### config.mk
export PLATFORM = sky130hd
export DESIGN_NAME = pipe_stage_regs_flat
export DESIGN_NICKNAME = d
export VERILOG_FILES = /design/src/rtl/pipe_stage_regs_if.sv /design/src/rtl/pipe_stage_regs.sv /design/src/flat_wrapper.sv
export SDC_FILE = /design/constraint.sdc
export NUM_CORES = 1
export LEC_CHECK = 0
export CAP_MARGIN = 20
export CORE_AREA = 8 8 135 137
export CTS_CLUSTER_DIAMETER = 80
export DETAILED_ROUTE_END_ITERATION = 10
export DIE_AREA = 0 0 143 145
export PLACE_DENSITY = 0.85
export SYNTH_ARGS = -nofsm -noshare
export SYNTH_HDL_FRONTEND = slang
export SYNTH_SLANG_ARGS = --single-unit
### constraint.sdc
create_clock -name clk_i -period 6.5 [get_ports clk_i]
set_input_delay 1.3 -clock clk_i [delete_from_list [all_inputs] [get_ports clk_i]]
set_output_delay 1.3 -clock clk_i [all_outputs]
set_load 0.02 [all_outputs]
### src/rtl/pipe_stage_regs_if.sv
// pipe_stage_regs_if: hazard-facing signal bundle between pipeline control and the stage register bank
interface pipe_stage_regs_if #(parameter int CNT_W = 32);
  logic             stall_i;
  logic             flush_i;
  logic [31:0]      IF_instr_i;
  logic [31:0]      IF_pc_i;
  logic             IF_valid_i;
  logic [4:0]       ID_rd_addr_i;
  logic             ID_rd_wr_en_i;
  logic [1:0]       ID_rd_src_i;
  logic [31:0]      ID_instr_o;
  logic [31:0]      ID_pc_o;
  logic             ID_valid_o;
  logic             pc_hold_o;
  logic [4:0]       EX_rd_addr_o;
  logic             EX_rd_wr_en_o;
  logic [1:0]       EX_rd_src_o;
  logic [4:0]       MEM_rd_addr_o;
  logic             MEM_rd_wr_en_o;
  logic             MEM_rd_src_o;
  logic [4:0]       WB_rd_addr_o;
  logic             WB_rd_wr_en_o;
  logic [CNT_W-1:0] stall_cnt_o;
  logic [CNT_W-1:0] flush_cnt_o;
  logic [CNT_W-1:0] retire_cnt_o;
  modport master (
    output stall_i, flush_i, IF_instr_i, IF_pc_i, IF_valid_i,
           ID_rd_addr_i, ID_rd_wr_en_i, ID_rd_src_i,
    input  ID_instr_o, ID_pc_o, ID_valid_o, pc_hold_o,
           EX_rd_addr_o, EX_rd_wr_en_o, EX_rd_src_o,
           MEM_rd_addr_o, MEM_rd_wr_en_o, MEM_rd_src_o,
           WB_rd_addr_o, WB_rd_wr_en_o,
           stall_cnt_o, flush_cnt_o, retire_cnt_o
  );
  modport slave (
    input  stall_i, flush_i, IF_instr_i, IF_pc_i, IF_valid_i,
           ID_rd_addr_i, ID_rd_wr_en_i, ID_rd_src_i,
    output ID_instr_o, ID_pc_o, ID_valid_o, pc_hold_o,
           EX_rd_addr_o, EX_rd_wr_en_o, EX_rd_src_o,
           MEM_rd_addr_o, MEM_rd_wr_en_o, MEM_rd_src_o,
           WB_rd_addr_o, WB_rd_wr_en_o,
           stall_cnt_o, flush_cnt_o, retire_cnt_o
  );
endinterface

### src/rtl/pipe_stage_regs.sv
// pipe_stage_regs: IF/ID..MEM/WB hazard-state registers with stall/flush handling and saturating event counters
module pipe_stage_regs #(
  parameter logic [31:0] NOP_INSTR = 32'h0000_0013,
  parameter int          CNT_W     = 32
) (
  input logic              clk_i,
  input logic              rst_i,
  pipe_stage_regs_if.slave bus
);
  // rd source encoding shared with the decoder: 1 selects load data
  localparam logic [1:0]       RD_SOURCE_MEM = 2'd1;
  localparam logic [CNT_W-1:0] CNT_MAX       = '1;
  logic [31:0]      r_id_instr;
  logic [31:0]      r_id_pc;
  logic             r_id_valid;
  logic             r_ex_valid;
  logic [4:0]       r_ex_rd_addr;
  logic             r_ex_wr_en;
  logic [1:0]       r_ex_rd_src;
  logic             r_mem_valid;
  logic [4:0]       r_mem_rd_addr;
  logic             r_mem_wr_en;
  logic             r_mem_load;
  logic             r_wb_valid;
  logic [4:0]       r_wb_rd_addr;
  logic             r_wb_wr_en;
  logic [CNT_W-1:0] r_stall_cnt;
  logic [CNT_W-1:0] r_flush_cnt;
  logic [CNT_W-1:0] r_retire_cnt;
  logic             w_squash;
  logic             w_ex_wr_en;
  function automatic logic [CNT_W-1:0] sat_inc(input logic [CNT_W-1:0] c, input logic e);
    return (e && c != CNT_MAX) ? c + 1'b1 : c;
  endfunction
  assign w_squash   = bus.flush_i | ~bus.IF_valid_i;
  assign w_ex_wr_en = bus.ID_rd_wr_en_i & |bus.ID_rd_addr_i;
  always_ff @(posedge clk_i) begin
    if (rst_i) begin
      r_id_instr    <= NOP_INSTR;
      r_id_pc       <= '0;
      r_id_valid    <= 1'b0;
      r_ex_valid    <= 1'b0;
      r_ex_rd_addr  <= '0;
      r_ex_wr_en    <= 1'b0;
      r_ex_rd_src   <= '0;
      r_mem_valid   <= 1'b0;
      r_mem_rd_addr <= '0;
      r_mem_wr_en   <= 1'b0;
      r_mem_load    <= 1'b0;
      r_wb_valid    <= 1'b0;
      r_wb_rd_addr  <= '0;
      r_wb_wr_en    <= 1'b0;
      r_stall_cnt   <= '0;
      r_flush_cnt   <= '0;
      r_retire_cnt  <= '0;
    end else begin
      // stall outranks flush: the branch in ID is re-resolved next cycle
      if (!bus.stall_i) begin
        r_id_instr <= w_squash ? NOP_INSTR : bus.IF_instr_i;
        r_id_pc    <= bus.IF_pc_i;
        r_id_valid <= ~w_squash;
      end
      r_ex_valid    <= ~bus.stall_i & r_id_valid;
      r_ex_rd_addr  <= bus.stall_i ? 5'd0 : bus.ID_rd_addr_i;
      r_ex_wr_en    <= ~bus.stall_i & w_ex_wr_en;
      r_ex_rd_src   <= bus.stall_i ? 2'd0 : bus.ID_rd_src_i;
      r_mem_valid   <= r_ex_valid;
      r_mem_rd_addr <= r_ex_rd_addr;
      r_mem_wr_en   <= r_ex_wr_en;
      r_mem_load    <= r_ex_rd_src == RD_SOURCE_MEM;
      r_wb_valid    <= r_mem_valid;
      r_wb_rd_addr  <= r_mem_rd_addr;
      r_wb_wr_en    <= r_mem_wr_en;
      r_stall_cnt   <= sat_inc(r_stall_cnt, bus.stall_i);
      r_flush_cnt   <= sat_inc(r_flush_cnt, bus.flush_i & ~bus.stall_i);
      r_retire_cnt  <= sat_inc(r_retire_cnt, r_wb_valid);
    end
  end
  assign bus.ID_instr_o     = r_id_instr;
  assign bus.ID_pc_o        = r_id_pc;
  assign bus.ID_valid_o     = r_id_valid;
  assign bus.pc_hold_o      = bus.stall_i & ~rst_i;
  assign bus.EX_rd_addr_o   = r_ex_rd_addr;
  assign bus.EX_rd_wr_en_o  = r_ex_wr_en & r_ex_valid;
  assign bus.EX_rd_src_o    = r_ex_rd_src;
  assign bus.MEM_rd_addr_o  = r_mem_rd_addr;
  assign bus.MEM_rd_wr_en_o = r_mem_wr_en & r_mem_valid;
  assign bus.MEM_rd_src_o   = r_mem_load;
  assign bus.WB_rd_addr_o   = r_wb_rd_addr;
  assign bus.WB_rd_wr_en_o  = r_wb_wr_en & r_wb_valid;
  assign bus.stall_cnt_o    = r_stall_cnt;
  assign bus.flush_cnt_o    = r_flush_cnt;
  assign bus.retire_cnt_o   = r_retire_cnt;
endmodule
### src/flat_wrapper.sv
// flat-port wrapper written by rule: the top's interface ports become plain ports
module pipe_stage_regs_flat 
#(
  parameter logic [31:0] NOP_INSTR = 32'h0000_0013,
  parameter int          CNT_W     = 32
)
  (clk_i, rst_i, bus_stall_i, bus_flush_i, bus_IF_instr_i, bus_IF_pc_i, bus_IF_valid_i, bus_ID_rd_addr_i, bus_ID_rd_wr_en_i, bus_ID_rd_src_i, bus_ID_instr_o, bus_ID_pc_o, bus_ID_valid_o, bus_pc_hold_o, bus_EX_rd_addr_o, bus_EX_rd_wr_en_o, bus_EX_rd_src_o, bus_MEM_rd_addr_o, bus_MEM_rd_wr_en_o, bus_MEM_rd_src_o, bus_WB_rd_addr_o, bus_WB_rd_wr_en_o, bus_stall_cnt_o, bus_flush_cnt_o, bus_retire_cnt_o);
  pipe_stage_regs_if #(.CNT_W(CNT_W)) bus_i ();
  input logic clk_i;
  input logic rst_i;
  input wire logic [$bits(bus_i.stall_i)-1:0] bus_stall_i;
  input wire logic [$bits(bus_i.flush_i)-1:0] bus_flush_i;
  input wire logic [$bits(bus_i.IF_instr_i)-1:0] bus_IF_instr_i;
  input wire logic [$bits(bus_i.IF_pc_i)-1:0] bus_IF_pc_i;
  input wire logic [$bits(bus_i.IF_valid_i)-1:0] bus_IF_valid_i;
  input wire logic [$bits(bus_i.ID_rd_addr_i)-1:0] bus_ID_rd_addr_i;
  input wire logic [$bits(bus_i.ID_rd_wr_en_i)-1:0] bus_ID_rd_wr_en_i;
  input wire logic [$bits(bus_i.ID_rd_src_i)-1:0] bus_ID_rd_src_i;
  output wire logic [$bits(bus_i.ID_instr_o)-1:0] bus_ID_instr_o;
  output wire logic [$bits(bus_i.ID_pc_o)-1:0] bus_ID_pc_o;
  output wire logic [$bits(bus_i.ID_valid_o)-1:0] bus_ID_valid_o;
  output wire logic [$bits(bus_i.pc_hold_o)-1:0] bus_pc_hold_o;
  output wire logic [$bits(bus_i.EX_rd_addr_o)-1:0] bus_EX_rd_addr_o;
  output wire logic [$bits(bus_i.EX_rd_wr_en_o)-1:0] bus_EX_rd_wr_en_o;
  output wire logic [$bits(bus_i.EX_rd_src_o)-1:0] bus_EX_rd_src_o;
  output wire logic [$bits(bus_i.MEM_rd_addr_o)-1:0] bus_MEM_rd_addr_o;
  output wire logic [$bits(bus_i.MEM_rd_wr_en_o)-1:0] bus_MEM_rd_wr_en_o;
  output wire logic [$bits(bus_i.MEM_rd_src_o)-1:0] bus_MEM_rd_src_o;
  output wire logic [$bits(bus_i.WB_rd_addr_o)-1:0] bus_WB_rd_addr_o;
  output wire logic [$bits(bus_i.WB_rd_wr_en_o)-1:0] bus_WB_rd_wr_en_o;
  output wire logic [$bits(bus_i.stall_cnt_o)-1:0] bus_stall_cnt_o;
  output wire logic [$bits(bus_i.flush_cnt_o)-1:0] bus_flush_cnt_o;
  output wire logic [$bits(bus_i.retire_cnt_o)-1:0] bus_retire_cnt_o;
  assign bus_i.stall_i = bus_stall_i;
  assign bus_i.flush_i = bus_flush_i;
  assign bus_i.IF_instr_i = bus_IF_instr_i;
  assign bus_i.IF_pc_i = bus_IF_pc_i;
  assign bus_i.IF_valid_i = bus_IF_valid_i;
  assign bus_i.ID_rd_addr_i = bus_ID_rd_addr_i;
  assign bus_i.ID_rd_wr_en_i = bus_ID_rd_wr_en_i;
  assign bus_i.ID_rd_src_i = bus_ID_rd_src_i;
  assign bus_ID_instr_o = bus_i.ID_instr_o;
  assign bus_ID_pc_o = bus_i.ID_pc_o;
  assign bus_ID_valid_o = bus_i.ID_valid_o;
  assign bus_pc_hold_o = bus_i.pc_hold_o;
  assign bus_EX_rd_addr_o = bus_i.EX_rd_addr_o;
  assign bus_EX_rd_wr_en_o = bus_i.EX_rd_wr_en_o;
  assign bus_EX_rd_src_o = bus_i.EX_rd_src_o;
  assign bus_MEM_rd_addr_o = bus_i.MEM_rd_addr_o;
  assign bus_MEM_rd_wr_en_o = bus_i.MEM_rd_wr_en_o;
  assign bus_MEM_rd_src_o = bus_i.MEM_rd_src_o;
  assign bus_WB_rd_addr_o = bus_i.WB_rd_addr_o;
  assign bus_WB_rd_wr_en_o = bus_i.WB_rd_wr_en_o;
  assign bus_stall_cnt_o = bus_i.stall_cnt_o;
  assign bus_flush_cnt_o = bus_i.flush_cnt_o;
  assign bus_retire_cnt_o = bus_i.retire_cnt_o;
  pipe_stage_regs #(.NOP_INSTR(NOP_INSTR), .CNT_W(CNT_W)) u_core (.clk_i(clk_i), .rst_i(rst_i), .bus(bus_i));
endmodule
==> report_table.html, run 1 <==
<table>
<tr><th>Metric</th><th>Value</th></tr>
<tr><th colspan="2">Run status</th></tr>
<tr><td>Result of the run</td><td>finished clean</td></tr>
<tr><th colspan="2">Setup path</th></tr>
<tr><td>CP delay by family, top</td><td>buffers and inverters</td></tr>
<tr><td>Worst setup path class</td><td>in2out</td></tr>
<tr><td>Crit path buffers/inverters</td><td>3</td></tr>
<tr><td>Max Fanout on Critical Path</td><td>74</td></tr>
<tr><td>Longest individual stage delay on the worst path</td><td>roughly 770 ps</td></tr>
<tr><td>Category of the worst setup path capture point</td><td>output pin</td></tr>
<tr><td>Startpoint type of the worst setup path</td><td>primary input</td></tr>
<tr><td>Critical path required time</td><td>5200 ps</td></tr>
<tr><td>Worst-path cell chain</td><td>buf_4 &gt; nand2b_1 &gt; inv_1 &gt; clkdlybuf4s50_1</td></tr>
<tr><td>Data arrival, critical path</td><td>about 3400 ps</td></tr>
<tr><td>Library cell contributing the largest single delay on the critical path</td><td>clkdlybuf4s50_1</td></tr>
<tr><th colspan="2">Place</th></tr>
<tr><td>Port buffer count</td><td>between 200 and 300</td></tr>
<tr><td>Placed cells</td><td>between 1000 and 1500</td></tr>
<tr><td>Dpl hpwl</td><td>17400 um</td></tr>
<tr><td>Placer congestion estimate</td><td>~0.88</td></tr>
<tr><th colspan="2">Pwr</th></tr>
<tr><td>Switch share</td><td>22.54%</td></tr>
<tr><td>Part of the power in the clock network</td><td>~45%</td></tr>
<tr><td>Sequential Power Share</td><td>between 40% and 50%</td></tr>
<tr><td>Combinational share of power</td><td>slightly below 8%</td></tr>
<tr><td>Design internal power</td><td>around 1.9 mW</td></tr>
<tr><td>Largest voltage drop on the vdd net</td><td>approximately 0.18 mV</td></tr>
<tr><td>Power density over the cells</td><td>about 220 nW/um^2</td></tr>
<tr><td>Net load switching power</td><td>roughly 0.55 mW</td></tr>
<tr><td>Total design power</td><td>between 2 and 2.5 mW</td></tr>
<tr><td>Leakage power</td><td>3.753 nW</td></tr>
<tr><th colspan="2">Drt</th></tr>
<tr><td>Drt first-iter violations</td><td>roughly 370</td></tr>
<tr><td>Wire length per cell after detailed routing</td><td>17.92 um</td></tr>
<tr><td>Number of antenna-violating nets in the routed design</td><td>0</td></tr>
<tr><td>DR WL met2</td><td>between 10000 and 15000 um</td></tr>
<tr><td>Total routed wirelength</td><td>23710 um</td></tr>
<tr><td>DRC violations left</td><td>0</td></tr>
<tr><td>Count of vias placed by the detailed router</td><td>about 7600</td></tr>
<tr><td>Max layer used</td><td>met5</td></tr>
<tr><td>Number of detailed-routing iterations run before antenna repair</td><td>4</td></tr>
<tr><td>M1 WL</td><td>9158 um</td></tr>
<tr><td>Detail Route met3 WL</td><td>approximately 2800 um</td></tr>
<tr><td>Ratio of routed vias to standard cells</td><td>around 5.8</td></tr>
<tr><th colspan="2">Clock network</th></tr>
<tr><td>Post-CTS sizing</td><td>0</td></tr>
<tr><td>Total number of H-tree levels</td><td>4</td></tr>
<tr><td># hold bufs at CTS</td><td>0</td></tr>
<tr><td>Deepest clock path buffer count</td><td>2</td></tr>
<tr><td>Cts bufs inserted</td><td>17</td></tr>
<tr><td>Clock latency on the worst-skew pair</td><td>approximately 420 ps</td></tr>
<tr><td>Reg clk slew, reported paths</td><td>70 ps</td></tr>
<tr><td>Count of buffers added by post-CTS timing repair for setup</td><td>0</td></tr>
<tr><td>Clock tree sinks</td><td>about 190</td></tr>
<tr><td>CTS tree</td><td>yes</td></tr>
<tr><td>Cell at the root of the clock tree</td><td>clkbuf_16</td></tr>
<tr><th colspan="2">Logic synthesis</th></tr>
<tr><td>Summed instance area of the synthesized netlist</td><td>about 7800 um^2</td></tr>
<tr><td>Commonest register cell after synthesis</td><td>dfxtp_1</td></tr>
<tr><td>Syn. warnings</td><td>0</td></tr>
<tr><td>Cell count after synthesis</td><td>~850</td></tr>
<tr><td>Seq/Total Area, Yosys</td><td>a little under half</td></tr>
<tr><td>Mean Syn Cell Area</td><td>9.231 um^2</td></tr>
<tr><td>Number of enable flip-flop cells after synthesis</td><td>0</td></tr>
<tr><td>Number of different library cells in the post-synthesis netlist</td><td>52</td></tr>
<tr><td>Net Count, Synth</td><td>928</td></tr>
<tr><td>Fraction of registers with async set/reset</td><td>0%</td></tr>
<tr><td>Synth Register Bits</td><td>about 190</td></tr>
<tr><th colspan="2">STA</th></tr>
<tr><td>Unrepaired setup endpoints after global routing</td><td>no</td></tr>
<tr><td>Relative slew margins</td><td>31.12%</td></tr>
<tr><td>Sum Neg Setup Slack</td><td>0 ps</td></tr>
<tr><td>Crit share post-route</td><td>between 70 and 80%</td></tr>
<tr><td>Hold Vio Cnt, Final</td><td>0</td></tr>
<tr><td>Final Setup Violations</td><td>0</td></tr>
<tr><td>Layout Skew</td><td>approximately 8 ps</td></tr>
<tr><td>Time the final worst path needs with I/O delays and setup</td><td>around 4700 ps</td></tr>
<tr><td>Maximum clock frequency</td><td>between 200 and 250 MHz</td></tr>
<tr><td>Final-report max-slew violation count</td><td>0</td></tr>
<tr><td>Pin slew with the least headroom to its limit</td><td>1030 ps</td></tr>
<tr><th colspan="2">Floorplanning</th></tr>
<tr><td>Die Area</td><td>approximately 21000 um^2</td></tr>
<tr><td>Die span in y</td><td>145 um</td></tr>
<tr><td>Core area</td><td>between 15000 and 20000 um^2</td></tr>
<tr><td>Row count</td><td>between 40 and 50</td></tr>
<tr><td>DIE WIDTH</td><td>roughly 140 um</td></tr>
<tr><td>Initial core utilization</td><td>roughly half</td></tr>
<tr><td>Top Ports</td><td>260</td></tr>
<tr><th colspan="2">GRT</th></tr>
<tr><td>Via count of the first global-routing pass</td><td>between 7000 and 8000</td></tr>
<tr><td>First-pass GRT wire length</td><td>around 37000 um</td></tr>
<tr><td>Overall routing resource usage</td><td>between 20% and 30%</td></tr>
<tr><td>Largest net degree at the start of global routing</td><td>87</td></tr>
<tr><td>Initial antenna violation count</td><td>2</td></tr>
<tr><td>Gr ovfl total</td><td>0</td></tr>
<tr><th colspan="2">Final layout</th></tr>
<tr><td>Fill cells</td><td>1265</td></tr>
<tr><td>Multi-input logic area</td><td>roughly 3900 um^2</td></tr>
<tr><td># nets final</td><td>about 1200</td></tr>
<tr><td>Fin cells</td><td>between 1000 and 1500</td></tr>
<tr><td>Fraction of layout cells with a size suffix above 1</td><td>under 10%</td></tr>
<tr><td>Area growth from synthesis to layout</td><td>42.98%</td></tr>
<tr><td>Register cell area after layout</td><td>3704 um^2</td></tr>
<tr><td>Core Util, Final</td><td>69.21%</td></tr>
<tr><th colspan="2">Run</th></tr>
<tr><td>Max-cap viol count</td><td>0</td></tr>
<tr><th colspan="2">Hold path</th></tr>
<tr><td>Worst Hold Class</td><td>reg2reg</td></tr>
</table>
## area by class of cell
class,instances,share of cell area [%]
antenna,1,0.02236
sequential,185,33.09
clock inverter,12,1.666
tap,220,2.459
clock buffer,20,3.902
timing repair buffer,264,23.47
multi-input combinational,609,34.99
inverter,12,0.4025
## registers in the layout (all words and copies together) (netlist names)
signal and count:
u_core.bus.MEM_rd_addr_o 5, u_core.bus.ID_pc_o 32, u_core.bus.WB_rd_addr_o 5, u_core.r_ex_wr_en 1, u_core.bus.MEM_rd_src_o 1, u_core.r_wb_wr_en 1, u_core.bus.EX_rd_src_o 2, u_core.bus.flush_cnt_o 32
u_core.r_mem_wr_en 1, u_core.bus.ID_valid_o 1, u_core.r_wb_valid 1, u_core.bus.stall_cnt_o 32, u_core.bus.retire_cnt_o 32, u_core.bus.EX_rd_addr_o 5, u_core.bus.ID_instr_o 32, u_core.r_mem_valid 1
u_core.r_ex_valid 1
## worst paths after layout
kind | from | endpoint | slack [ps] | cells past startpoint
hold / removal | u_core.bus.EX_rd_src_o[1]$_SDFF_PP0_ | u_core.bus.MEM_rd_src_o$_SDFF_PP0_ | 420 | 1
setup / recovery | rst_i | bus_pc_hold_o | 1770 | 4
hold reg to reg | u_core.bus.EX_rd_src_o[1]$_SDFF_PP0_ | u_core.bus.MEM_rd_src_o$_SDFF_PP0_ | 420 | 1
setup reg to reg | u_core.bus.retire_cnt_o[17]$_SDFFE_PP0P_ | u_core.bus.retire_cnt_o[7]$_SDFFE_PP0P_ | 3830 | 5
## metrics by stage
| step | hold WS [ps] | instance area (um^2) | worst slack (ps) |
|---|---|---|---|
| 2_1_floorplan | 429.1 | 7828 | 3236 |
| 3_3_place_gp | 405.1 | 10560 | 1791 |
| 3_5_place_dp | 414.7 | 10560 | 1776 |
| 4_1_cts | 424.9 | 11180 | 1777 |
| 5_1_grt | 429.2 | 11190 | 1633 |
| 6_report | 418.4 | 11190 | 1767 |
## cells in the mapped netlist, types with 5 or more instances
master	instances	area share (%)
or2_2	5	0.40
a22o_1	29	3.2
nor2_1	68	3.3
a211oi_1	6	0.58
o21ai_0	31	2.0
dfxtp_1	185	47
nand2_1	42	2.0
nand4_1	37	3.0
nor3_1	9	0.58
nor4_1	14	1.1
nand2b_1	5	0.40
or3_1	36	2.9
o31ai_1	38	3.6
a21oi_1	68	4.3
mux2i_1	35	4.5
nor2b_1	27	2.2
and3_1	9	0.72
and2_1	12	0.96
and4_1	8	0.90
mux2_2	11	1.6
inv_1	12	0.58
or4_1	41	3.9
xor2_1	6	0.67
buf_2	6	0.38
nand3_1	34	2.2
clkbuf_1	31	1.5
## layout by cell type (no fill, tap or decap), drive strengths merged, types with 27 or more instances in the layout
| cell | count |
|---|---|
| o31ai | 38 |
| o21ai | 31 |
| clkdlybuf4s50 | 257 |
| nor2b | 27 |
| or4 | 42 |
| nand2 | 42 |
| a21oi | 68 |
| nor2 | 68 |
| a22o | 29 |
| mux2i | 35 |
| or3 | 37 |
| nand3 | 34 |
| nand4 | 38 |
| dfxtp | 185 |
## cells by family after synthesis
kind of cell	Yosys count	synth area share, %
AO/OA/AOI/OAI	185	15.20
XOR/XNOR	8	0.8952
adder cells (fa/ha/maj)	3	0.4796
buffers and inverters	54	2.733
flip-flops	185	47.31
multiplexers	46	6.058
AND/OR/NAND/NOR	367	27.32
## power by group through the flow
stage / clock network, mW / logic (mW) / registers [mW]
detailed placement: 0 / 0.189 / 1.20
finish: 1.10 / 0.189 / 1.17
global placement: 0 / 0.188 / 1.19
CTS: 1.12 / 0.190 / 1.17
floorplan: 0 / 0.0548 / 1.22
global route: 1.18 / 0.202 / 1.17
## layer usage
| metal | vias up | track usage [%] |
|---|---|---|
| met4 | 2 | 9.623 |
| met1 | 3576 | 24.33 |
| met2 | 325 | 36.00 |
| li1 | 3683 | - |
| met3 | 38 | 10.27 |
| met5 | - | 0 |
Power figures use the tool's default switching activity.
==> inputs of run 2 (changes only) <==
CORE_AREA = 8 8 140 142   (was 8 8 135 137)
DIE_AREA = 0 0 148 150   (was 0 0 143 145)
PLACE_DENSITY = 0.79   (was 0.85)
clock period = 4.7 ns   (was 6.5 ns; I/O delays follow)
==> run 2 against run 1 <==
Effect of this change: critical path depth is the same; sequential power increased by 38%; highest routed layer is now met4; cell area hardly changed; wire length down 1.5%; clock power up 36%; worst hold slack gained 2.4 ps; worst setup slack worse by 490 ps; core utilization down 5.3 points; sequential share of layout area barely moved; clock skew is 3.2 ps higher; via count down 1.7%; non-clock buffer count grew 1.
==> report_table.html, run 2 (synthesized netlist as in run 1, its figures left out) <==
<table>
<tr><th>Metric</th><th>Value</th></tr>
<tr><th colspan="2">Setup path</th></tr>
<tr><td>Longest individual stage delay on the worst path</td><td>slightly below 600 ps</td></tr>
<tr><td>Crit path buffers/inverters</td><td>3</td></tr>
<tr><td>Max Fanout on Critical Path</td><td>76</td></tr>
<tr><td>Worst-path cell chain</td><td>buf_4 &gt; nand2b_1 &gt; inv_1 &gt; clkdlybuf4s50_1</td></tr>
<tr><td>CP delay by family, top</td><td>buffers and inverters</td></tr>
<tr><td>Startpoint type of the worst setup path</td><td>primary input</td></tr>
<tr><td>Critical path required time</td><td>between 3000 and 4000 ps</td></tr>
<tr><td>Category of the worst setup path capture point</td><td>output pin</td></tr>
<tr><td>Data arrival, critical path</td><td>2480 ps</td></tr>
<tr><td>Library cell contributing the largest single delay on the critical path</td><td>buf_4</td></tr>
<tr><td>Worst setup path class</td><td>in2out</td></tr>
<tr><th colspan="2">Place</th></tr>
<tr><td>Port buffer count</td><td>259</td></tr>
<tr><td>Post-placement cell area</td><td>between 10000 and 15000 um^2</td></tr>
<tr><td>Placer congestion estimate</td><td>approximately 0.84</td></tr>
<tr><td>Worst setup slack before clock tree synthesis</td><td>1164 ps</td></tr>
<tr><td>Dpl hpwl</td><td>16980 um</td></tr>
<tr><th colspan="2">STA</th></tr>
<tr><td>Hold Vio Cnt, Final</td><td>0</td></tr>
<tr><td>Pin slew with the least headroom to its limit</td><td>~960 ps</td></tr>
<tr><td>Relative slew margins</td><td>35.59%</td></tr>
<tr><td>Crit path setup slack, layout</td><td>around 1300 ps</td></tr>
<tr><td>Final-report max-slew violation count</td><td>0</td></tr>
<tr><td>Unrepaired setup endpoints after global routing</td><td>no</td></tr>
<tr><td>Sum Neg Setup Slack</td><td>0 ps</td></tr>
<tr><td>Layout Skew</td><td>approximately 11 ps</td></tr>
<tr><td>Time the final worst path needs with I/O delays and setup</td><td>between 3000 and 4000 ps</td></tr>
<tr><td>Crit share post-route</td><td>approximately 73%</td></tr>
<tr><td>Final Setup Violations</td><td>0</td></tr>
<tr><td>Maximum clock frequency</td><td>about 300 MHz</td></tr>
<tr><th colspan="2">GRT</th></tr>
<tr><td>First-pass GRT wire length</td><td>approximately 37000 um</td></tr>
<tr><td>Initial antenna violation count</td><td>0</td></tr>
<tr><td>Largest net degree at the start of global routing</td><td>85</td></tr>
<tr><td>Via count of the first global-routing pass</td><td>7149</td></tr>
<tr><td>Overall routing resource usage</td><td>20.40%</td></tr>
<tr><td>Gr ovfl total</td><td>0</td></tr>
<tr><th colspan="2">Hold path</th></tr>
<tr><td>Worst Hold Class</td><td>reg2reg</td></tr>
<tr><th colspan="2">Clock network</th></tr>
<tr><td>CTS tree</td><td>yes</td></tr>
<tr><td>Cts bufs inserted</td><td>17</td></tr>
<tr><td>Total number of H-tree levels</td><td>4</td></tr>
<tr><td>Clock tree sinks</td><td>between 150 and 200</td></tr>
<tr><td>Cell at the root of the clock tree</td><td>clkbuf_16</td></tr>
<tr><td>Post-CTS sizing</td><td>0</td></tr>
<tr><td>Count of buffers added by post-CTS timing repair for setup</td><td>0</td></tr>
<tr><td># hold bufs at CTS</td><td>0</td></tr>
<tr><td>Deepest clock path buffer count</td><td>2</td></tr>
<tr><td>Clock latency on the worst-skew pair</td><td>~420 ps</td></tr>
<tr><td>Reg clk slew, reported paths</td><td>roughly 70 ps</td></tr>
<tr><th colspan="2">Final layout</th></tr>
<tr><td>Most common library cell in the layout ignoring fill and taps</td><td>clkdlybuf4s50_1</td></tr>
<tr><td>ANT cells</td><td>0</td></tr>
<tr><td>Area growth from synthesis to layout</td><td>43.09%</td></tr>
<tr><td>Multi-input logic area</td><td>just under 4000 um^2</td></tr>
<tr><td># nets final</td><td>about 1200</td></tr>
<tr><td>Fill cells</td><td>roughly 1500</td></tr>
<tr><td>Register cell area after layout</td><td>3704 um^2</td></tr>
<tr><td>Fraction of layout cells with a size suffix above 1</td><td>a little over 6%</td></tr>
<tr><td>Highest-count cells in the layout ignoring fill and taps</td><td>257 x clkdlybuf4s50_1, 185 x dfxtp_1, 68 x a21oi_1, 68 x nor2_1, 42 x nand2_1</td></tr>
<tr><td>Final design area excluding fillers</td><td>approximately 11000 um^2</td></tr>
<tr><th colspan="2">Pwr</th></tr>
<tr><td>Largest voltage drop on the vdd net</td><td>0.2353 mV</td></tr>
<tr><td>Total design power</td><td>about 3.4 mW</td></tr>
<tr><td>Power density over the cells</td><td>between 300 and 400 nW/um^2</td></tr>
<tr><td>Leakage power</td><td>between 3 and 4 nW</td></tr>
<tr><th colspan="2">Floorplanning</th></tr>
<tr><td>Top Ports</td><td>260</td></tr>
<tr><td>Die span in y</td><td>150 um</td></tr>
<tr><td>Row count</td><td>a little under 50</td></tr>
<tr><td>Die Area</td><td>between 20000 and 25000 um^2</td></tr>
<tr><td>Initial core utilization</td><td>between 40 and 50%</td></tr>
<tr><td>Core area</td><td>~18000 um^2</td></tr>
<tr><td>DIE WIDTH</td><td>approximately 150 um</td></tr>
<tr><th colspan="2">Drt</th></tr>
<tr><td>Number of detailed-routing iterations run before antenna repair</td><td>5</td></tr>
<tr><td>Drt first-iter violations</td><td>roughly 460</td></tr>
<tr><td>DRC violations left</td><td>0</td></tr>
<tr><td>Count of vias placed by the detailed router</td><td>roughly 7500</td></tr>
<tr><td>Wire length per cell after detailed routing</td><td>between 15 and 20 um</td></tr>
<tr><td>Total routed wirelength</td><td>around 23000 um</td></tr>
<tr><td>Ratio of routed vias to standard cells</td><td>roughly 5.6</td></tr>
<tr><td>Number of antenna-violating nets in the routed design</td><td>0</td></tr>
<tr><th colspan="2">Run</th></tr>
<tr><td>Max-cap viol count</td><td>0</td></tr>
<tr><th colspan="2">Run status</th></tr>
<tr><td>Result of the run</td><td>finished clean</td></tr>
</table>
==> run 2: area by class of cell <==
| type | instances | share of cell area, % |
|---|---|---|
| clock buffers | 19 | 4.044 |
| multi-input cells | 609 | 34.96 |
| inverters | 12 | 0.4021 |
| repair buffers | 265 | 23.51 |
| flip-flops and latches | 185 | 33.07 |
| well taps | 229 | 2.558 |
| clock inverters | 12 | 1.452 |
==> run 2: power breakdown <==
group          switching [mW]  internal (mW)  total (mW)  leakage, nW
registers              0.0194           1.60        1.62         1.50
logic                   0.123          0.137       0.260         1.97
clock network           0.625          0.873        1.50        0.297
==> run 2: through the flow <==
step	utilization [%]	std cells	hold slack (ps)
2_1_floorplan	-	848	429.1
3_3_place_gp	60.30	1299	408.8
3_5_place_dp	60.30	1299	410.9
4_1_cts	63.81	1330	419.9
5_1_grt	63.88	1331	436.8
6_report	63.88	1331	420.8
==> run 2: layer usage <==
layer / up-vias / GRT usage [%] / wire length, um
met1: 3520 / 22.99 / 9198
met2: 257 / 34.41 / 11380
li1: 3687 / - / -
met3: 30 / 8.074 / 2271
met5: - / 0 / 0
met4: 0 / 7.292 / 509
==> run 2: worst reg2reg max path, delay by kind of cell, from the launching register on <==
kind             cells  cell delay, ps
AND/OR/NAND/NOR      3            1720
flip-flops           1             460
AO/OA/AOI/OAI        2             380
==> run 2: path summary, 6_finish.rpt <==
kind	from	endpoint	slack, ps	cells past startpoint
min reg2reg	u_core.bus.EX_rd_src_o[1]$_SDFF_PP0_	u_core.bus.MEM_rd_src_o$_SDFF_PP0_	420	1
max	rst_i	bus_pc_hold_o	1280	4
min	u_core.bus.EX_rd_src_o[1]$_SDFF_PP0_	u_core.bus.MEM_rd_src_o$_SDFF_PP0_	420	1
max reg2reg	u_core.bus.retire_cnt_o[16]$_SDFFE_PP0P_	u_core.bus.retire_cnt_o[7]$_SDFFE_PP0P_	2070	5
==> inputs of run 3 (changes only) <==
CORE_AREA = 8 8 146 148   (was 8 8 140 142)
DIE_AREA = 0 0 154 156   (was 0 0 148 150)
PLACE_DENSITY = 0.76   (was 0.79)
clock period = 3.1 ns   (was 4.7 ns; I/O delays follow)
==> run 3 against run 2 <==
Effect of this change: highest routed layer unchanged; critical endpoint is now u_core.bus.flush_cnt_o[26]$_SDFFE_PP0P_; combinational power increased by 53%; critical path type is now reg2reg; wire length grew 0.94%; cell count up 1.3%; power increased by 51%; clock skew shrank 1.9 ps.
==> report_table.html, run 3 (synthesized netlist as in run 1, its figures left out) <==
<table>
<tr><th>Metric</th><th>Value</th></tr>
<tr><th colspan="2">GRT</th></tr>
<tr><td>Via count of the first global-routing pass</td><td>~7300</td></tr>
<tr><td>Gr ovfl total</td><td>0</td></tr>
<tr><td>Overall routing resource usage</td><td>19.31%</td></tr>
<tr><td>Initial antenna violation count</td><td>1</td></tr>
<tr><td>Largest net degree at the start of global routing</td><td>between 150 and 200</td></tr>
<tr><td>First-pass GRT wire length</td><td>38030 um</td></tr>
<tr><th colspan="2">STA</th></tr>
<tr><td>Final Setup Violations</td><td>0</td></tr>
<tr><td>Unrepaired setup endpoints after global routing</td><td>no</td></tr>
<tr><td>Maximum clock frequency</td><td>~400 MHz</td></tr>
<tr><td>Hold Vio Cnt, Final</td><td>0</td></tr>
<tr><td>Final-report max-slew violation count</td><td>0</td></tr>
<tr><td>Relative slew margins</td><td>approximately half</td></tr>
<tr><td>Time the final worst path needs with I/O delays and setup</td><td>~2500 ps</td></tr>
<tr><td>Worst hold margin</td><td>approximately 440 ps</td></tr>
<tr><td>Layout Skew</td><td>about 9.4 ps</td></tr>
<tr><td>Crit share post-route</td><td>approximately four fifths</td></tr>
<tr><td>Pin slew with the least headroom to its limit</td><td>between 700 and 800 ps</td></tr>
<tr><td>Sum Neg Setup Slack</td><td>0 ps</td></tr>
<tr><th colspan="2">Setup path</th></tr>
<tr><td>Data arrival, critical path</td><td>between 2000 and 3000 ps</td></tr>
<tr><td>Max Fanout on Critical Path</td><td>8</td></tr>
<tr><td>Critical path required time</td><td>between 3000 and 4000 ps</td></tr>
<tr><td>Worst setup path class</td><td>reg2reg</td></tr>
<tr><td>Category of the worst setup path capture point</td><td>register</td></tr>
<tr><td>Startpoint type of the worst setup path</td><td>register</td></tr>
<tr><th colspan="2">Final layout</th></tr>
<tr><td>Highest-count cells in the layout ignoring fill and taps</td><td>257 x clkdlybuf4s50_1, 185 x dfxtp_1, 68 x a21oi_1, 68 x nor2_1, 42 x nand2_1</td></tr>
<tr><td>Most common library cell in the layout ignoring fill and taps</td><td>clkdlybuf4s50_1</td></tr>
<tr><td>Fraction of layout cells with a size suffix above 1</td><td>around 6.5%</td></tr>
<tr><td>Area growth from synthesis to layout</td><td>43.78%</td></tr>
<tr><td># nets final</td><td>between 1000 and 1500</td></tr>
<tr><th colspan="2">Place</th></tr>
<tr><td>Dpl hpwl</td><td>17240 um</td></tr>
<tr><td>Placer congestion estimate</td><td>roughly 0.81</td></tr>
<tr><td>Port buffer count</td><td>~260</td></tr>
<tr><th colspan="2">Drt</th></tr>
<tr><td>Number of detailed-routing iterations run before antenna repair</td><td>5</td></tr>
<tr><td>Count of vias placed by the detailed router</td><td>between 7000 and 8000</td></tr>
<tr><td>DRC violations left</td><td>0</td></tr>
<tr><td>Number of antenna-violating nets in the routed design</td><td>0</td></tr>
<tr><td>Drt first-iter violations</td><td>approximately 410</td></tr>
<tr><td>Wire length per cell after detailed routing</td><td>between 15 and 20 um</td></tr>
<tr><td>Total routed wirelength</td><td>23580 um</td></tr>
<tr><td>Ratio of routed vias to standard cells</td><td>approximately 5.6</td></tr>
<tr><th colspan="2">Clock network</th></tr>
<tr><td>Clock tree sinks</td><td>around 190</td></tr>
<tr><td>Cell at the root of the clock tree</td><td>clkbuf_16</td></tr>
<tr><td>Deepest clock path buffer count</td><td>2</td></tr>
<tr><td>Post-CTS sizing</td><td>0</td></tr>
<tr><td># hold bufs at CTS</td><td>0</td></tr>
<tr><td>CTS tree</td><td>yes</td></tr>
<tr><td>Reg clk slew, reported paths</td><td>~70 ps</td></tr>
<tr><td>Cts bufs inserted</td><td>17</td></tr>
<tr><td>Clock latency on the worst-skew pair</td><td>around 430 ps</td></tr>
<tr><td>Total number of H-tree levels</td><td>4</td></tr>
<tr><td>Count of buffers added by post-CTS timing repair for setup</td><td>0</td></tr>
<tr><th colspan="2">Pwr</th></tr>
<tr><td>Largest voltage drop on the vdd net</td><td>0.3761 mV</td></tr>
<tr><td>Total design power</td><td>roughly 5 mW</td></tr>
<tr><td>Design internal power</td><td>between 3 and 4 mW</td></tr>
<tr><td>Sequential Power Share</td><td>between 40% and 50%</td></tr>
<tr><td>Power density over the cells</td><td>roughly 450 nW/um^2</td></tr>
<tr><td>Net load switching power</td><td>~1.2 mW</td></tr>
<tr><td>Switch share</td><td>around 23%</td></tr>
<tr><td>Part of the power in the clock network</td><td>a little over two fifths</td></tr>
<tr><td>Leakage power</td><td>around 3.8 nW</td></tr>
<tr><td>Combinational share of power</td><td>under 10%</td></tr>
<tr><th colspan="2">Floorplanning</th></tr>
<tr><td>Die span in y</td><td>156 um</td></tr>
<tr><td>Die Area</td><td>between 20000 and 25000 um^2</td></tr>
<tr><td>DIE WIDTH</td><td>roughly 150 um</td></tr>
<tr><td>Row count</td><td>approximately 50</td></tr>
<tr><td>Initial core utilization</td><td>roughly two fifths</td></tr>
<tr><td>Top Ports</td><td>between 200 and 300</td></tr>
<tr><td>Core area</td><td>about 19000 um^2</td></tr>
<tr><th colspan="2">Hold path</th></tr>
<tr><td>Worst Hold Class</td><td>reg2reg</td></tr>
<tr><th colspan="2">Run status</th></tr>
<tr><td>Result of the run</td><td>finished clean</td></tr>
<tr><th colspan="2">Run</th></tr>
<tr><td>Max-cap viol count</td><td>0</td></tr>
</table>
[run 3: cell count changes in the layout (fill, tap and decap cells not counted), moves of 2 or more]
cell,before,now
clkinv_4,1,4
buf_4,6,12
clkbuf_1,0,2
inv_6,5,2
clkinvlp_4,2,0
clkinv_2,1,3
clkbuf_8,2,0
[run 3: critical path, stage by stage, from the launching register on]
cell and delay, ps:
dfxtp_1 390, ha_1 200, nand3_1 220, or2_2 420
nor4_1 530, and4_1 270, mux2_2 330
[run 3: metal layers]
| metal | vias to the layer above | global-route usage, % | routed length [um] |
|---|---|---|---|
| met5 | - | 0 | 0 |
| met4 | 0 | 6.953 | 472 |
| met3 | 24 | 8.089 | 2169 |
| met2 | 236 | 32.94 | 11570 |
| met1 | 3548 | 21.20 | 9365 |
| li1 | 3699 | - | - |
[run 3: per-stage QoR]
stage | std cells | setup WS [ps] | cell area [um^2] | utilization, %
floorplan | 848 | 758.8 | 7828 | -
global placement | 1315 | 401.9 | 10650 | 55.82
detailed placement | 1315 | 360.9 | 10650 | 55.82
CTS | 1347 | 649.0 | 11250 | 58.97
global route | 1348 | 416.0 | 11250 | 58.99
finish | 1348 | 629.6 | 11250 | 58.99
[run 3: power by group through the flow]
stage	sequential, mW	combinational [mW]	clock, mW
after floorplan	2.56	0.115	0
after global placement	2.50	0.398	0
after detailed placement	2.51	0.400	0
after CTS	2.45	0.402	2.29
after global routing	2.46	0.424	2.39
final	2.45	0.397	2.24
[run 3: final cells by class]
type / instances / area (um^2)
tap: 238 / 297.8
antenna: 1 / 2.502
timing repair buffer: 271 / 2688
fill: 1667 / 7825
clock inverter: 13 / 168.9
multi-input combinational: 609 / 3916
sequential: 185 / 3704
inverter: 12 / 45.04
clock buffer: 19 / 432.9
[run 3: path summary, 6_finish.rpt]
| check | slack [ps] | endpoint | from | cells past startpoint |
|---|---|---|---|---|
| worst max-delay path | 630 | u_core.bus.flush_cnt_o[26]$_SDFFE_PP0P_ | u_core.bus.flush_cnt_o[0]$_SDFFE_PP0P_ | 6 |
| worst min-delay path | 440 | u_core.bus.MEM_rd_src_o$_SDFF_PP0_ | u_core.bus.EX_rd_src_o[1]$_SDFF_PP0_ | 1 |
| worst max register to register | 630 | u_core.bus.flush_cnt_o[26]$_SDFFE_PP0P_ | u_core.bus.flush_cnt_o[0]$_SDFFE_PP0P_ | 6 |
| worst min register to register | 440 | u_core.bus.MEM_rd_src_o$_SDFF_PP0_ | u_core.bus.EX_rd_src_o[1]$_SDFF_PP0_ | 1 |
==> RTL edit 1: new RTL, flow settings as in run 1 <==
`CNT_W` is set to 32 in 3 places; all go to 16.
--- a/src/rtl/pipe_stage_regs_if.sv
+++ b/src/rtl/pipe_stage_regs_if.sv
@@ -1,5 +1,5 @@
 // pipe_stage_regs_if: hazard-facing signal bundle between pipeline control and the stage register bank
-interface pipe_stage_regs_if #(parameter int CNT_W = 32);
+interface pipe_stage_regs_if #(parameter int CNT_W = 16);
   logic             stall_i;
   logic             flush_i;
   logic [31:0]      IF_instr_i;
--- a/src/rtl/pipe_stage_regs.sv
+++ b/src/rtl/pipe_stage_regs.sv
@@ -1,7 +1,7 @@
 // pipe_stage_regs: IF/ID..MEM/WB hazard-state registers with stall/flush handling and saturating event counters
 module pipe_stage_regs #(
   parameter logic [31:0] NOP_INSTR = 32'h0000_0013,
-  parameter int          CNT_W     = 32
+  parameter int          CNT_W     = 16
 ) (
   input logic              clk_i,
   input logic              rst_i,
--- a/src/flat_wrapper.sv
+++ b/src/flat_wrapper.sv
@@ -2,7 +2,7 @@
 module pipe_stage_regs_flat 
 #(
   parameter logic [31:0] NOP_INSTR = 32'h0000_0013,
-  parameter int          CNT_W     = 32
+  parameter int          CNT_W     = 16
 )
   (clk_i, rst_i, bus_stall_i, bus_flush_i, bus_IF_instr_i, bus_IF_pc_i, bus_IF_valid_i, bus_ID_rd_addr_i, bus_ID_rd_wr_en_i, bus_ID_rd_src_i, bus_ID_instr_o, bus_ID_pc_o, bus_ID_valid_o, bus_pc_hold_o, bus_EX_rd_addr_o, bus_EX_rd_wr_en_o, bus_EX_rd_src_o, bus_MEM_rd_addr_o, bus_MEM_rd_wr_en_o, bus_MEM_rd_src_o, bus_WB_rd_addr_o, bus_WB_rd_wr_en_o, bus_stall_cnt_o, bus_flush_cnt_o, bus_retire_cnt_o);
   pipe_stage_regs_if #(.CNT_W(CNT_W)) bus_i ();
Ports: changed (resized bus_flush_cnt_o, bus_retire_cnt_o and bus_stall_cnt_o); port bits go from 260 to 212. No check against the original RTL was run, so the function may have changed too.
==> RTL edit 1 against run 1 <==
Worst setup slack gained 0.39 ns; worst hold slack improved by 0.0026 ns; sequential cell count decreased by 48; clock skew shrank 0.0043 ns; area after synthesis decreased by 32%; power down 21%; routed wire length fell by 35%; design area is 27% lower; utilization is 19 points lower; largest power group unchanged.
==> RTL edit 1: results (changes against run 1) <==
stage;metric;value;unit;change
run_status;status;completed;;
worst_setup_path;max_stage_delay;0.68;ns;-0.09 ns
logic_synthesis;synth.top_cells.by_count;137 x dfxtp_1, 65 x nor2_1, 36 x mux2i_1, 31 x nor2b_1, 29 x a22o_1;;
final_layout;final_nets;819;;-30%
logic_synthesis;synthArstFlopShare;0;%;unchanged
logic_synthesis;syn-num-nets;612;;-34%
logic_synthesis;synth_xor_area_share;0.165;%;-0.73 points
worst_setup_path;cp_max_fo;31;;-58%
logic_synthesis;synthTopCellsByArea;dfxtp_1 52%, mux2i_1 6.8%, a22o_1 4.8%, nor2_1 4.6%, mux2_2 3.8%;;
global_routing;grt_antenna_before_repair;0;;-2
drt;met2WireLength;7.45;mm;-33%
final_layout;nFillCells;1498;;+18%
drt;routed.top_layer;met4;;
drt;via_per_inst;4.80;;-17%
drt;drt_iter0_markers;295;;-20%
logic_synthesis;synth_compound_area_share;13.2;%;-2.0 points
global_routing;grt_pass1_vias;4612;;-36%
logic_synthesis;ys_seq_area_share;51.6;%;+4.3 points
logic_synthesis;ys_types;51;;-1.9%
timing;relSlewSlack;34.1;%;+2.9 points
pwr;power.leakage;3.08;nW;-18%
global_routing;grt_usage;15.0;%;-7.2 points
clocking;cts_setup_buffers;0;;unchanged
global_routing;grt_max_degree;109;;+25%
final_layout;diodes;0;;-1
place;gp_routability_congestion;0.800;;-9.2%
drt;wl_met1;6.20;mm;-32%
drt;wl_met3;1.51;mm;-46%
logic_synthesis;synthAdderAreaFrac;0.706;%;+0.23 points
final_layout;final_layout_size_suffix_gt1_share;8.00;%;+2.2 points
worst_setup_path;reg2reg_from;u_core.bus.retire_cnt_o[5];;
pwr;ir_worst_vdd;162;uV;-12%
timing;skew;0.00373;ns;-0.00433 ns
place;dp_hpwl;11.5;mm;-34%
==> RTL edit 1: changes by cell type in the layout (fill, tap and decap cells not counted), moves of 24 or more <==
cell and delta:
dfxtp_1 -48, clkdlybuf4s50_1 -48, a21oi_1 -50, or4_1 -34, o31ai_1 -32, nand4_1 -33, or3_1 -28, o21ai_0 -24
==> RTL edit 1: where the power goes <==
group	internal, mW	switching (mW)	leakage [nW]
Sequential	0.863	0.0130	1.11
Clock	0.529	0.345	0.248
Combinational	0.101	0.0829	1.72
==> RTL edit 1: area by class of cell <==
class / count / area [um^2] / share of cell area (%)
flip-flops and latches: 137 / 2740 / 33.5
multi-input cells: 360 / 2440 / 29.8
repair buffers: 216 / 2160 / 26.4
clock buffers: 22 / 454 / 5.56
well taps: 220 / 275 / 3.37
clock inverters: 8 / 75.1 / 0.918
inverters: 7 / 26.3 / 0.321
==> RTL edit 1: logic make-up (layout without fill, tap and decap cells) <==
family | count (synthesis) | after routing
AOI/OAI and AO/OA | 94 | 94
DFF | 137 | 137
and+or+nand+nor | 208 | 208
buffers and inverters | 35 | 253
xor gates and xnor gates | 1 | 1
adders and majority gates | 3 | 3
muxes | 54 | 54
==> RTL edit 1: worst paths after layout <==
kind                                                    to  slack, ns  cells after the start
worst max-delay path                         bus_pc_hold_o       2.16                      6
worst min-delay path               u_core.bus.MEM_rd_src_o       0.42                      1
worst max register to register  u_core.bus.retire_cnt_o[0]       4.17                      4
worst min register to register     u_core.bus.MEM_rd_src_o       0.42                      1
==> RTL edit 1: per-stage QoR <==
| stage | instances | cell area [um^2] | setup WS (ns) | hold WS (ns) | total power, mW |
|---|---|---|---|---|---|
| after detailed placement | 939 | 7620 | 2.12 | 0.414 | 1.08 |
| final | 970 | 8180 | 2.16 | 0.421 | 1.93 |
| after CTS | 969 | 8150 | 2.12 | 0.422 | 1.96 |
| after global placement | 939 | 7620 | 2.18 | 0.407 | 1.07 |
| after floorplan | 532 | 5320 | 3.07 | 0.429 | 0.972 |
| after global routing | 970 | 8180 | 2.01 | 0.442 | 2.02 |
==> RTL edit 1: metal layers <==
layer  vias up  track usage (%)
li1       2332                -
met1      2152             16.6
met2       153             24.7
met3        20             7.12
met4         0             5.05
met5         -                0
==> RTL edit 2: new RTL, flow settings as in run 1 <==
Without the edit above. Reset style: asynchronous (`rst_i`), changed in one clocked block.
--- a/src/rtl/pipe_stage_regs.sv
+++ b/src/rtl/pipe_stage_regs.sv
@@ -34,7 +34,7 @@
   endfunction
   assign w_squash   = bus.flush_i | ~bus.IF_valid_i;
   assign w_ex_wr_en = bus.ID_rd_wr_en_i & |bus.ID_rd_addr_i;
-  always_ff @(posedge clk_i) begin
+  always_ff @(posedge clk_i or posedge rst_i) begin
     if (rst_i) begin
       r_id_instr    <= NOP_INSTR;
       r_id_pc       <= '0;
Function: differs if rst_i is asserted again (counterexample within 4 cycles, from zero or initial values and one cycle with rst_i high); with rst_i held inactive, the same outputs for 10 cycles.
==> RTL edit 2 against run 1 <==
Design area is 1.5% lower; worst setup slack better by 0.88 ns; sequential cell count stayed put; cell count shrank 16%; register-to-register slack gained 0.14 ns; routed wire length decreased by 12%; area after synthesis down 3.2%; count of clock-buffer cells in the layout shrank 3; first-iteration DRC count increased by 1.3%; critical endpoint unchanged; largest cell class is now registers.
Power is not compared: it rests on default switching activity, and its combinational part moved more than twofold at a synthesized area within 25%.
==> RTL edit 2: results (changes against run 1) <==
stage;metric;value;unit;change
run_status;status;completed;;
worst_setup_path;max_stage_delay;0.62;ns;-0.15 ns
final_layout;signal_buffers;263;;-0.38%
global_routing;grtUsageMet3;6.30;%;-4.0 points
final_layout;design.seq.count;185;;unchanged
clocking;clk_pin_slew;0.06;ns;
final_layout;nClkBuffers;17;;-15%
final_layout;multi_input_area;0.00285;mm^2;-27%
global_routing;grt_max_degree;139;;+60%
worst_setup_path;r2r_end;u_core.bus.flush_cnt_o[24];;
place;dp_hpwl;15.5;mm;-11%
drt;avgRoutedWirePerCell;18.8;um;+4.8%
drt;drt_iter0_markers;376;;+1.3%
logic_synthesis;ys_seq_area_share;61.1;%;+14 points
final_layout;nFillCells;1164;;-8.0%
final_layout;layout.nonclk_buf_share;23.9;%;+0.42 points
final_layout;seq_area;0.00463;mm^2;+25%
drt;wl_met1;8.64;mm;-5.7%
hold_path;hold_path_end;u_core.r_wb_wr_en;;
final_layout;multiInputCombCellCount;400;;-34%
clocking;root_buffer;clkbuf_16;;
drt;met2WireLength;9.92;mm;-11%
global_routing;grt_pass1_vias;5854;;-19%
worst_setup_path;cpLargestDelayFamily;buffers and inverters;;
final_layout;clkCellAreaFrac;5.26;%;-0.31 points
worst_setup_path;reg2reg_from;u_core.bus.flush_cnt_o[0];;
worst_setup_path;worstPathArrival;2.55;ns;-0.88 ns
drt;wl_met3;1.73;mm;-38%
logic_synthesis;synthArstFlopShare;100;%;+100 points
timing;skew;0.00921;ns;+0.00115 ns
logic_synthesis;ys_types;44;;-15%
global_routing;use_met2;32.5;%;-3.5 points
clocking;h-tree-depth;4;;unchanged
final_layout;final_nets;959;;-18%
global_routing;grt_antenna_before_repair;1;;-1
drt;dr.pass1.iters;4;;unchanged
worst_setup_path;cpMaxStageDelayCell;clkdlybuf4s50_1;;
global_routing;use_met1;24.1;%;-0.19 points
place;gp_routability_congestion;0.816;;-7.4%
final_layout;final_layout_size_suffix_gt1_share;9.64;%;+3.8 points
worst_setup_path;reg2reg_slack;3.97;ns;+0.14 ns
worst_setup_path;cp_max_fo;2;;-97%
logic_synthesis;syn-num-nets;693;;-25%
hold_path;min_path_cells;0;;-1
final_layout;inverters;12;;unchanged
timing;tightest_slew;1.07;ns;+0.0397 ns
logic_synthesis;synth.top_cells.by_count;182 x dfrtp_1, 59 x xnor2_1, 48 x nand2_1, 38 x nand4_1;;
logic_synthesis;synthTopCellsByArea;dfrtp_1 60%, xnor2_1 6.8%, mux2_2 4.9%, xor2_1 3.8%, a22o_1 3.4%;;
timing;whs;0.366;ns;-0.0529 ns
pwr;power.leakage;4.67;nW;
drt;via_per_inst;5.21;;-9.5%
drt;routed.top_layer;met4;;
worst_setup_path;worstRegToRegCells;6;;+1
global_routing;grt_pass1_wl;32.7;mm;-12%
global_routing;grt_usage;20.1;%;-2.1 points
hold_path;holdCritStartpoint;u_core.r_mem_wr_en;;
-- RTL edit 2: cell families (layout without fill, tap and decap cells) --
logic type                 Yosys count  after routing  share of synthesized area (%)
DFF                                185            185                           61.1
buffers and inverters               28            307                           1.42
and+or+nand+nor                    224            224                           15.6
xor gates and xnor gates            92             92                           10.6
other                                0              1                              0
AOI/OAI and AO/OA                   47             47                           5.61
adders and majority gates            3              3                          0.495
muxes                               34             34                           5.10
-- RTL edit 2: through the flow --
stage / area [um^2] / worst slack (ns) / instances / total power, mW / util (%)
3_5_place_dp: 10400 / 2.65 / 1078 / 1.89 / 64.4
6_report: 11000 / 2.65 / 1113 / 2.89 / 68.1
3_3_place_gp: 10400 / 2.64 / 1078 / 1.88 / 64.4
4_1_cts: 11000 / 2.64 / 1110 / 2.92 / 67.9
2_1_floorplan: 7580 / 0.176 / 613 / 1.60 / -
5_1_grt: 11000 / 2.60 / 1113 / 3.00 / 68.1
